$ cat src/rtl/pc_unit_ras_if.sv
// ---------------------------------------------------------------------------
// pc_unit_ras_if
//   Command/status bundle between the control FSM (master) and the program
//   counter unit with its return-address stack (slave).
//
//   Handshake: there is no valid/ready pair. The master presents pc_op and
//   target every cycle, and en qualifies them. With en=1 the command is
//   consumed on that rising edge. With en=0 the command is ignored and the
//   unit holds all of its state. The slave never back-pressures.
//
//   Signals
//     en         master->slave  update enable (0 = stall)
//     pc_op      master->slave  3-bit opcode
//     target     master->slave  branch offset / absolute address
//     pc         slave->master  current PC (registered)
//     pc_seq     slave->master  pc + INC (combinational)
//     ras_empty  slave->master  stack holds no entries
//     ras_full   slave->master  stack holds RAS_DEPTH entries
//     ras_ovf    slave->master  sticky: CALL while full
//     ras_unf    slave->master  sticky: RET while empty
//     op_err     slave->master  sticky: reserved opcode accepted
// ---------------------------------------------------------------------------
interface pc_unit_ras_if #(
  parameter int WIDTH = 32
);
  logic             en;
  logic [2:0]       pc_op;
  logic [WIDTH-1:0] target;
  logic [WIDTH-1:0] pc;
  logic [WIDTH-1:0] pc_seq;
  logic             ras_empty;
  logic             ras_full;
  logic             ras_ovf;
  logic             ras_unf;
  logic             op_err;

  modport master (
    output en, pc_op, target,
    input  pc, pc_seq, ras_empty, ras_full, ras_ovf, ras_unf, op_err
  );

  modport slave (
    input  en, pc_op, target,
    output pc, pc_seq, ras_empty, ras_full, ras_ovf, ras_unf, op_err
  );
endinterface

$ cat src/rtl/pc_unit_ras.sv
// ---------------------------------------------------------------------------
// pc_unit_ras
//   Program counter for the multicycle datapath, with an integrated
//   return-address stack (RAS). It selects the next PC from these sources:
//   hold, sequential increment, PC-relative branch, absolute jump,
//   call (push the return address, then jump) and return (pop).
//
//   Ports
//     clk   in  rising-edge clock
//     rst   in  synchronous, active-high reset; it dominates en and pc_op
//     bus   pc_unit_ras_if.slave  command inputs and status outputs
//
//   Opcodes: 000 HOLD, 001 INC, 010 BRANCH, 011 JUMP, 100 CALL, 101 RET,
//            11x reserved (the PC holds and op_err is set).
//
//   The RAS is a circular buffer with a top pointer and an entry count.
//   A CALL while the stack is full overwrites the oldest entry. This keeps
//   the newest RAS_DEPTH return addresses. A RET while the stack is empty
//   falls through to pc + INC.
// ---------------------------------------------------------------------------
module pc_unit_ras #(
  parameter int                  WIDTH     = 32,
  parameter logic [WIDTH-1:0]    RESET_VEC = '0,
  parameter int                  INC       = 4,
  parameter int                  RAS_DEPTH = 4
) (
  input  logic          clk,
  input  logic          rst,
  pc_unit_ras_if.slave  bus
);

  localparam int PW = $clog2(RAS_DEPTH);
  localparam int CW = PW + 1;

  localparam logic [WIDTH-1:0] INC_W   = WIDTH'(INC);
  localparam logic [CW-1:0]    DEPTH_C = CW'(RAS_DEPTH);

  localparam logic [2:0] OP_HOLD   = 3'b000;
  localparam logic [2:0] OP_INC    = 3'b001;
  localparam logic [2:0] OP_BRANCH = 3'b010;
  localparam logic [2:0] OP_JUMP   = 3'b011;
  localparam logic [2:0] OP_CALL   = 3'b100;
  localparam logic [2:0] OP_RET    = 3'b101;

  // Architectural state
  logic [WIDTH-1:0] r_pc;
  logic [PW-1:0]    r_top;     // index of the most recent entry
  logic [CW-1:0]    r_count;   // valid entries, 0..RAS_DEPTH
  logic [WIDTH-1:0] r_stack [RAS_DEPTH];
  logic             r_ovf;
  logic             r_unf;
  logic             r_err;

  // Next-state decode
  logic [WIDTH-1:0] w_pc_seq;
  logic [WIDTH-1:0] w_pc_nxt;
  logic [PW-1:0]    w_top_inc;
  logic [PW-1:0]    w_top_dec;
  logic             w_empty;
  logic             w_full;
  logic             w_push;
  logic             w_pop;
  logic             w_set_ovf;
  logic             w_set_unf;
  logic             w_set_err;

  assign w_pc_seq  = r_pc + INC_W;
  assign w_top_inc = r_top + PW'(1);
  assign w_top_dec = r_top - PW'(1);
  assign w_empty   = (r_count == '0);
  assign w_full    = (r_count == DEPTH_C);

  always_comb begin
    w_pc_nxt  = r_pc;
    w_push    = 1'b0;
    w_pop     = 1'b0;
    w_set_ovf = 1'b0;
    w_set_unf = 1'b0;
    w_set_err = 1'b0;
    case (bus.pc_op)
      OP_HOLD:   w_pc_nxt = r_pc;
      OP_INC:    w_pc_nxt = w_pc_seq;
      // The offset is two's complement, so a plain modular add also
      // covers backward branches.
      OP_BRANCH: w_pc_nxt = r_pc + bus.target;
      OP_JUMP:   w_pc_nxt = bus.target;
      OP_CALL: begin
        w_pc_nxt  = bus.target;
        w_push    = 1'b1;
        w_set_ovf = w_full;
      end
      OP_RET: begin
        if (w_empty) begin
          w_pc_nxt  = w_pc_seq;
          w_set_unf = 1'b1;
        end else begin
          w_pc_nxt = r_stack[r_top];
          w_pop    = 1'b1;
        end
      end
      default: begin
        w_pc_nxt  = r_pc;
        w_set_err = 1'b1;
      end
    endcase
  end

  // PC, pointer, count and sticky flags
  always_ff @(posedge clk) begin
    if (rst) begin
      r_pc    <= RESET_VEC;
      r_top   <= '0;
      r_count <= '0;
      r_ovf   <= 1'b0;
      r_unf   <= 1'b0;
      r_err   <= 1'b0;
    end else if (bus.en) begin
      r_pc <= w_pc_nxt;
      if (w_push) begin
        // A push when full advances top onto the oldest slot, so the
        // oldest entry is overwritten and the count saturates.
        r_top <= w_top_inc;
        if (!w_full) r_count <= r_count + CW'(1);
      end else if (w_pop) begin
        r_top   <= w_top_dec;
        r_count <= r_count - CW'(1);
      end
      if (w_set_ovf) r_ovf <= 1'b1;
      if (w_set_unf) r_unf <= 1'b1;
      if (w_set_err) r_err <= 1'b1;
    end
  end

  // Stack storage. The contents are not reset; the count alone marks
  // which entries are valid.
  always_ff @(posedge clk) begin
    if (!rst && bus.en && w_push) r_stack[w_top_inc] <= w_pc_seq;
  end

  assign bus.pc        = r_pc;
  assign bus.pc_seq    = w_pc_seq;
  assign bus.ras_empty = w_empty;
  assign bus.ras_full  = w_full;
  assign bus.ras_ovf   = r_ovf;
  assign bus.ras_unf   = r_unf;
  assign bus.op_err    = r_err;

endmodule

$ cat src/flat_wrapper.sv
// flat-port wrapper written by rule: the top's interface ports become plain ports
module pc_unit_ras_flat 
#(
  parameter int                  WIDTH     = 32,
  parameter logic [WIDTH-1:0]    RESET_VEC = '0,
  parameter int                  INC       = 4,
  parameter int                  RAS_DEPTH = 4
)
  (clk, rst, bus_en, bus_pc_op, bus_target, bus_pc, bus_pc_seq, bus_ras_empty, bus_ras_full, bus_ras_ovf, bus_ras_unf, bus_op_err);
  pc_unit_ras_if #(.WIDTH(WIDTH)) bus_i ();
  input  logic clk;
  input  logic rst;
  input wire logic [$bits(bus_i.en)-1:0] bus_en;
  input wire logic [$bits(bus_i.pc_op)-1:0] bus_pc_op;
  input wire logic [$bits(bus_i.target)-1:0] bus_target;
  output wire logic [$bits(bus_i.pc)-1:0] bus_pc;
  output wire logic [$bits(bus_i.pc_seq)-1:0] bus_pc_seq;
  output wire logic [$bits(bus_i.ras_empty)-1:0] bus_ras_empty;
  output wire logic [$bits(bus_i.ras_full)-1:0] bus_ras_full;
  output wire logic [$bits(bus_i.ras_ovf)-1:0] bus_ras_ovf;
  output wire logic [$bits(bus_i.ras_unf)-1:0] bus_ras_unf;
  output wire logic [$bits(bus_i.op_err)-1:0] bus_op_err;
  assign bus_i.en = bus_en;
  assign bus_i.pc_op = bus_pc_op;
  assign bus_i.target = bus_target;
  assign bus_pc = bus_i.pc;
  assign bus_pc_seq = bus_i.pc_seq;
  assign bus_ras_empty = bus_i.ras_empty;
  assign bus_ras_full = bus_i.ras_full;
  assign bus_ras_ovf = bus_i.ras_ovf;
  assign bus_ras_unf = bus_i.ras_unf;
  assign bus_op_err = bus_i.op_err;
  pc_unit_ras #(.WIDTH(WIDTH), .RESET_VEC(RESET_VEC), .INC(INC), .RAS_DEPTH(RAS_DEPTH)) u_core (.clk(clk), .rst(rst), .bus(bus_i));
endmodule
$ cat config.mk
export PLATFORM = sky130hd
export DESIGN_NAME = pc_unit_ras_flat
export DESIGN_NICKNAME = d
export VERILOG_FILES = /design/src/rtl/pc_unit_ras_if.sv /design/src/rtl/pc_unit_ras.sv /design/src/flat_wrapper.sv
export SDC_FILE = /design/constraint.sdc
export NUM_CORES = 1
export LEC_CHECK = 0
export BUFFER_PORTS_ARGS = -buffer_cell sky130_fd_sc_hd__buf_2
export CORE_ASPECT_RATIO = 1.75
export CORE_UTILIZATION = 59
export DETAILED_ROUTE_END_ITERATION = 8
export GPL_TIMING_DRIVEN = 0
export PLACE_DENSITY = 0.8
export RECOVER_POWER = 100
export SLEW_MARGIN = 20
export SYNTH_ARGS = -nofsm -noshare
export SYNTH_HDL_FRONTEND = slang
export SYNTH_SLANG_ARGS = --single-unit
$ cat constraint.sdc
create_clock -name clk -period 2.8 [get_ports clk]
set_clock_uncertainty 0.05 [all_clocks]
set_input_delay 0 -clock clk [delete_from_list [all_inputs] [get_ports clk]]
set_output_delay 0 -clock clk [all_outputs]
set_load 0.05 [all_outputs]
Word-level counts from Yosys, hierarchy flattened. Memory sizes are Yosys's and may differ from the RTL's. A register that Yosys moved wholly into a read port is not among the register bits. Cells that the tools add are included.

Output and inout port bits: 69. Logic and storage cells: 53. Bits in writable memories: 128. Register bits: 40. Memories kept: 1.

Memory list: u_core.r_stack (depth 4, bits a word 32, rd ports 1, clocked after Yosys merged registers in 1, wr ports 1, RTL line pc_unit_ras.sv:49) `logic [WIDTH-1:0] r_stack [RAS_DEPTH];`.

Mux-type cells: 17. Reduce and logical (&&, ||, !) cells: 15. $add $sub $neg: 6. Equality and inequality tests: 7. Bitwise gates (word level): 1.

Operators with widths (number): one-hot mux 32 bit (4 select lines) (1); adder 32 x 3 -> 32 bit, second input constant (1); adder 32 bit (1); two-way mux 32 bit (1); AND reduction 2 bit (5); == test 3 bit, second input constant (3); two-way mux 3 bit (3); two-way mux 1 bit (8); two-way mux 2 bit (4); == test 3 x 2 -> 1 bit, second input constant (2); logical NOT 3 bit (2); OR reduction 6 bit (1); nonzero test 4 bit (1); adder 3 x 1 -> 3 bit, second input constant (1); == test 3 x 1 -> 1 bit, second input constant (1); AND reduction 3 bit (1); subtractor 3 x 1 -> 3 bit, second input constant (1); adder 2 x 1 -> 2 bit, second input constant (1); logical AND 1 bit (2); inequality test 2 bit, second input constant (1); nonzero test 2 bit (1); OR reduction 2 bit (1); subtractor 2 x 1 -> 2 bit, second input constant (1); logical NOT 1 bit (1); NOT 1 bit (1).

Longest topological paths before layout.
Depth after elaboration: 7. Mapped depth: 11. Gate-level depth less buffers: 11.

Worst setup path before layout. OpenSTA, ideal clock, no wires.

Kind: reg-to-reg. From: register u_core.r_pc[3], in the netlist u_core.bus.pc[3]. To: register u_core.r_pc[26], in the netlist u_core.bus.pc[26]. Period minus slack after synthesis: 3.354 ns. Required time: 2.680 ns. Arrival: 3.234 ns. Setup slack: -0.554 ns. Path buffers: 1. Cell stages (with the launch flop): 10. Cells stage by stage: dfxtp_1 -> ha_1 -> and3_1 -> nand4_4 -> or3_1 -> buf_6 -> nor2_1 -> xor2_1 -> a221oi_1 -> nor2_1.

Word-level cells in the longest chain between the ends: 3. Elaborated cells between the ends (all ways): 4. Those cells by class: 2 x add/sub; 2 x mux.

RTL lines: from (decl) (RTL line pc_unit_ras.sv:46) `logic [WIDTH-1:0] r_pc;`; from (signal assigned) (RTL line pc_unit_ras.sv:118) `r_pc <= w_pc_nxt;`; adder 32 x 3 -> 32 bit * (RTL line pc_unit_ras.sv:67) `assign w_pc_seq = r_pc + INC_W;`; named net bus_pc_seq[26] (RTL line flat_wrapper.sv:17) `output wire logic [$bits(bus_i.pc_seq)-1:0] bus_pc_seq;`; two-way mux 32 bit (RTL line pc_unit_ras.sv:93) `if (w_empty) begin`; one-hot mux 32 bit (4 select lines) * (RTL line pc_unit_ras.sv:80) `case (bus.pc_op)`.

Mark *: on every way through the listed nets, which the timed path passes. The rest lies on a longest branch. A chain may end at the register's enable or synchronous reset.

Final worst setup path.
From: register u_core.r_pc[0], in the netlist u_core.bus.pc[0]. To: register u_core.r_pc[4], in the netlist u_core.bus.pc[4].

Word-level cells in the longest chain between the ends: 3. Elaborated cells between the ends (all ways): 4. Those cells by class: 2 x add/sub; 2 x mux.

RTL lines (RTL line): adder 32 x 3 -> 32 bit (pc_unit_ras.sv:67); two-way mux 32 bit (pc_unit_ras.sv:93); one-hot mux 32 bit (4 select lines) * (pc_unit_ras.sv:80).

Mark *: on every way between the ends. The rest lies on a longest branch, timed or not.

==> summary.md <==
| Metric | Value |
|---|---|
| CTS Buf Count | 17 |
| Worst Setup End Kind | flip-flop |
| CTS tree | done |
| Top cells by instance count after synthesis | 128 x edfxtp_1, 72 x nor2_1, 57 x nand2_1 |
| Worst setup SP type | flip-flop |
| Slew Viols, Final | 0 |
| Via count | 7661 |
| Most common cell in the netlist | edfxtp_1 |
| DIE AREA | 0.0163 sq mm |
| Main synth FF type | edfxtp_1 |
| Io pins | 107 |
| Final wirelength | 27600 microns |
| Placed Cells | 1081 |
| First-pass GRT wire length | 41700 microns |
| # diodes | 0 |
| Worst hold path type | primary input to flip-flop |
| # DRC | 2 |
| Arrival time at the worst endpoint | 3050 ps |
| P per Cell Area | 599 mW/mm^2 |
| Avg Cell Area, Syn | 11.8 sq um |
| #FFs+latches synth | 170 |
| Fmax | 354 MHz |
| Gr ovfl total | 0 |
| Final number of setup-violating endpoints | 1 |
| Area of the mapped netlist | 0.00929 sq mm |
| Clk_lat worst skew | 430 ps |
| Synth unique cells | 78 |
| Average wire per cell in the routed design | 24.3 microns |
| CP max FO | 3 |
| Final HPWL DP | 19300 microns |
| Clk slew on worst S/H paths | 70 ps |
| Clk buf depth | 2 |
| Post-Route Setup TNS | -28.6 ps |
| Ys Warns | 0 |
| Seq/Total Area, Yosys | 50.4% |
| Port Buffers | 104 |
| Synthesis-to-finish area growth | 20.9% |
| Static Leakage | 4.25 nW |
| Worst Tran Pin Value | 802 ps |
| Final cell count without fillers | 1138 |
| Worst Path Required | 3030 ps |
| Worst rel slew slack | 46.5% |
| Area contributors post-synth | edfxtp_1 41%, dfxtp_1 9.1%, mux4_2 7.8% |
| Clock sinks | 170 |
| Crit-path most repeated cell | buf_4 |
| Syn Inst Count | 787 |
| Crit share post-route | 101% |
| Via-to-Cell Ratio | 6.73 |
| Share of cells above drive strength 1 | 25.6% |
| Site row count | 60 |
| Final hold vios | 0 |
| Fraction of registers with async set/reset | 0% |
| H-tree depth | 4 |
| Placer Congestion | 0.975 |
| Failing checks | DRC, setup timing |
| Setup WS post-layout | -28.6 ps |
| Max-cap violation count | 0 |
| Initial antenna violation count | 0 |
| Crit path max-delay family | buffers and inverters |
| EDFF count, synth | 128 |
| Final ANT Viol Nets | 0 |
| Largest net degree at the start of global routing | 25 |
| Critical path's largest stage delay | 420 ps |
| Floorplan core area | 0.0154 sq mm |
| Vias in the first global route | 7718 |
| Syn nets | 863 |
| Die Height | 168 microns |
| Synth area leader | edfxtp_1 |
| Post-route minimum period | 2830 ps |
| Slowest CP cell | dfxtp_1 |
| Nets | 1016 |
| Peak VDD IR | 434 uV |
| Starting Density | 60.3% |
| Critical path type | flip-flop to flip-flop |
| Clock Root Buffer | clkbuf_16 |
| DRT iter0 DRCs | 660 |
| CP cell instances | ha_4 > inv_2 > fa_2 > nor2b_2 > buf_4 > buf_4 > buf_4 > buf_4 > buf_4 > buf_4 > buf_4 > buf_4 > o21a_1 > nor2_2 > xnor2_1 > a221oi_1 > nor3_1 |
| GRT Overall Usage | 34.1% |
| Yosys top cell area share | 41.4% |
| RSZ-0062 raised after global routing | yes |
| DRT Pass-1 Iters | 9 |
| Die extent in x | 96.8 microns |
| Bufs and invs on worst path | 9 |
| Run status | complete, but fails checks |
## state kept, by name, indices dropped and copies added (netlist names), named ones only
signal              cells
u_core.bus.op_err       1
u_core.bus.pc          32
u_core.bus.ras_ovf      1
u_core.bus.ras_unf      1
u_core.r_count          3
u_core.r_stack        128
u_core.r_top            2
## per-stage QoR
stage	area, sq um	util [%]	hold WS (ps)	setup WS, ps	total power, mW
floorplan	9430	-	107	-30.0	3.89
global placement	10200	66.2	297	-246	4.23
global route	11200	73.0	34.5	-77.9	6.91
CTS	11100	72.4	3.75	-40.5	6.69
finish	11200	73.0	8.87	-28.6	6.73
detailed placement	10300	66.7	330	-281	4.25
## report_power, final
part | internal, mW | switching, mW
registers | 2.78 | 0.0977
clock network | 1.41 | 1.03
logic | 0.460 | 0.951
total | 4.65 | 2.08
## layout make-up
cell class | count | area (sq um)
buffer | 45 | 226
clock buffer | 18 | 429
clock inverter | 13 | 168
fill | 1034 | 4160
inverter | 21 | 78.8
multi-input combinational | 549 | 4560
sequential | 170 | 4710
tap | 186 | 233
timing repair buffer | 136 | 822
## worst register-to-register path, stage by stage, from the launching register on
cell and delay [ps]:
dfxtp_1 420, ha_4 210, inv_2 50, fa_2 370, nor2b_2 160, buf_4 130, buf_4 100, buf_4 90
buf_4 100, buf_4 100, buf_4 90, buf_4 90, buf_4 90, o21a_1 120, nor2_2 50, xnor2_1 140
a221oi_1 250, nor3_1 90
## final timing paths
kind	startpoint	to	slack, ps	depth (start not counted)
setup reg to reg	u_core.bus.pc[0]$_SDFFE_PP0P_	u_core.bus.pc[4]$_SDFFE_PP0P_	-30	17
setup / recovery	u_core.bus.pc[0]$_SDFFE_PP0P_	u_core.bus.pc[4]$_SDFFE_PP0P_	-30	17
hold reg to reg	u_core.bus.ras_ovf$_SDFFE_PP0P_	u_core.bus.ras_ovf$_SDFFE_PP0P_	440	1
hold / removal	bus_target[19]	u_core.bus.pc[19]$_SDFFE_PP0P_	9	3
## cells in the final DEF, fill, tap and decap left out, types with 6 or more instances in the layout
cell type and n:
o21ai_0 19, a31oi_1 8, nor2_1 69, xnor2_1 25
o21ai_1 6, o211ai_1 8, nand3_1 20, buf_2 86
and3_1 8, a221oi_1 23, xnor2_2 6, ha_1 33
buf_4 16, mux4_2 32, nor2b_1 6, o21a_1 8
xor2_1 14, edfxtp_1 128, nor3_1 18, nand4_1 11
inv_1 19, a221o_1 21, a211oi_1 7, clkbuf_16 17
a211o_1 6, dlygate4sd3_1 15, dfxtp_1 25, a21oi_1 37
nand2_1 57, clkbuf_1 51, a21o_1 9, dfxtp_2 15
## per-layer routing
metal	track usage (%)	vias to the layer above	part of all wire [%]
met2	59.9	431	52
met5	0	-	0
met1	37.4	3754	35
met3	5.94	118	6.8
li1	-	3358	-
met4	22.8	0	6.7
## repair_timing
action                     4_1_cts  5_1_grt
hold endpoints to repair        14        0
gates resized for setup         18       31
hold buffers                    15        0
pin swaps                        3        9
setup buffers                    9        4
setup endpoints to repair       22       26
## logic make-up after synthesis
group / share of synthesized area (%)
xor gates and xnor gates: 4.98
buffers and inverters: 3.22
AOI/OAI and AO/OA: 16.0
adders and majority gates: 5.28
DFF: 50.4
and+or+nand+nor: 12.2
muxes: 7.87
No activity file was read; power rests on OpenSTA's default activity.
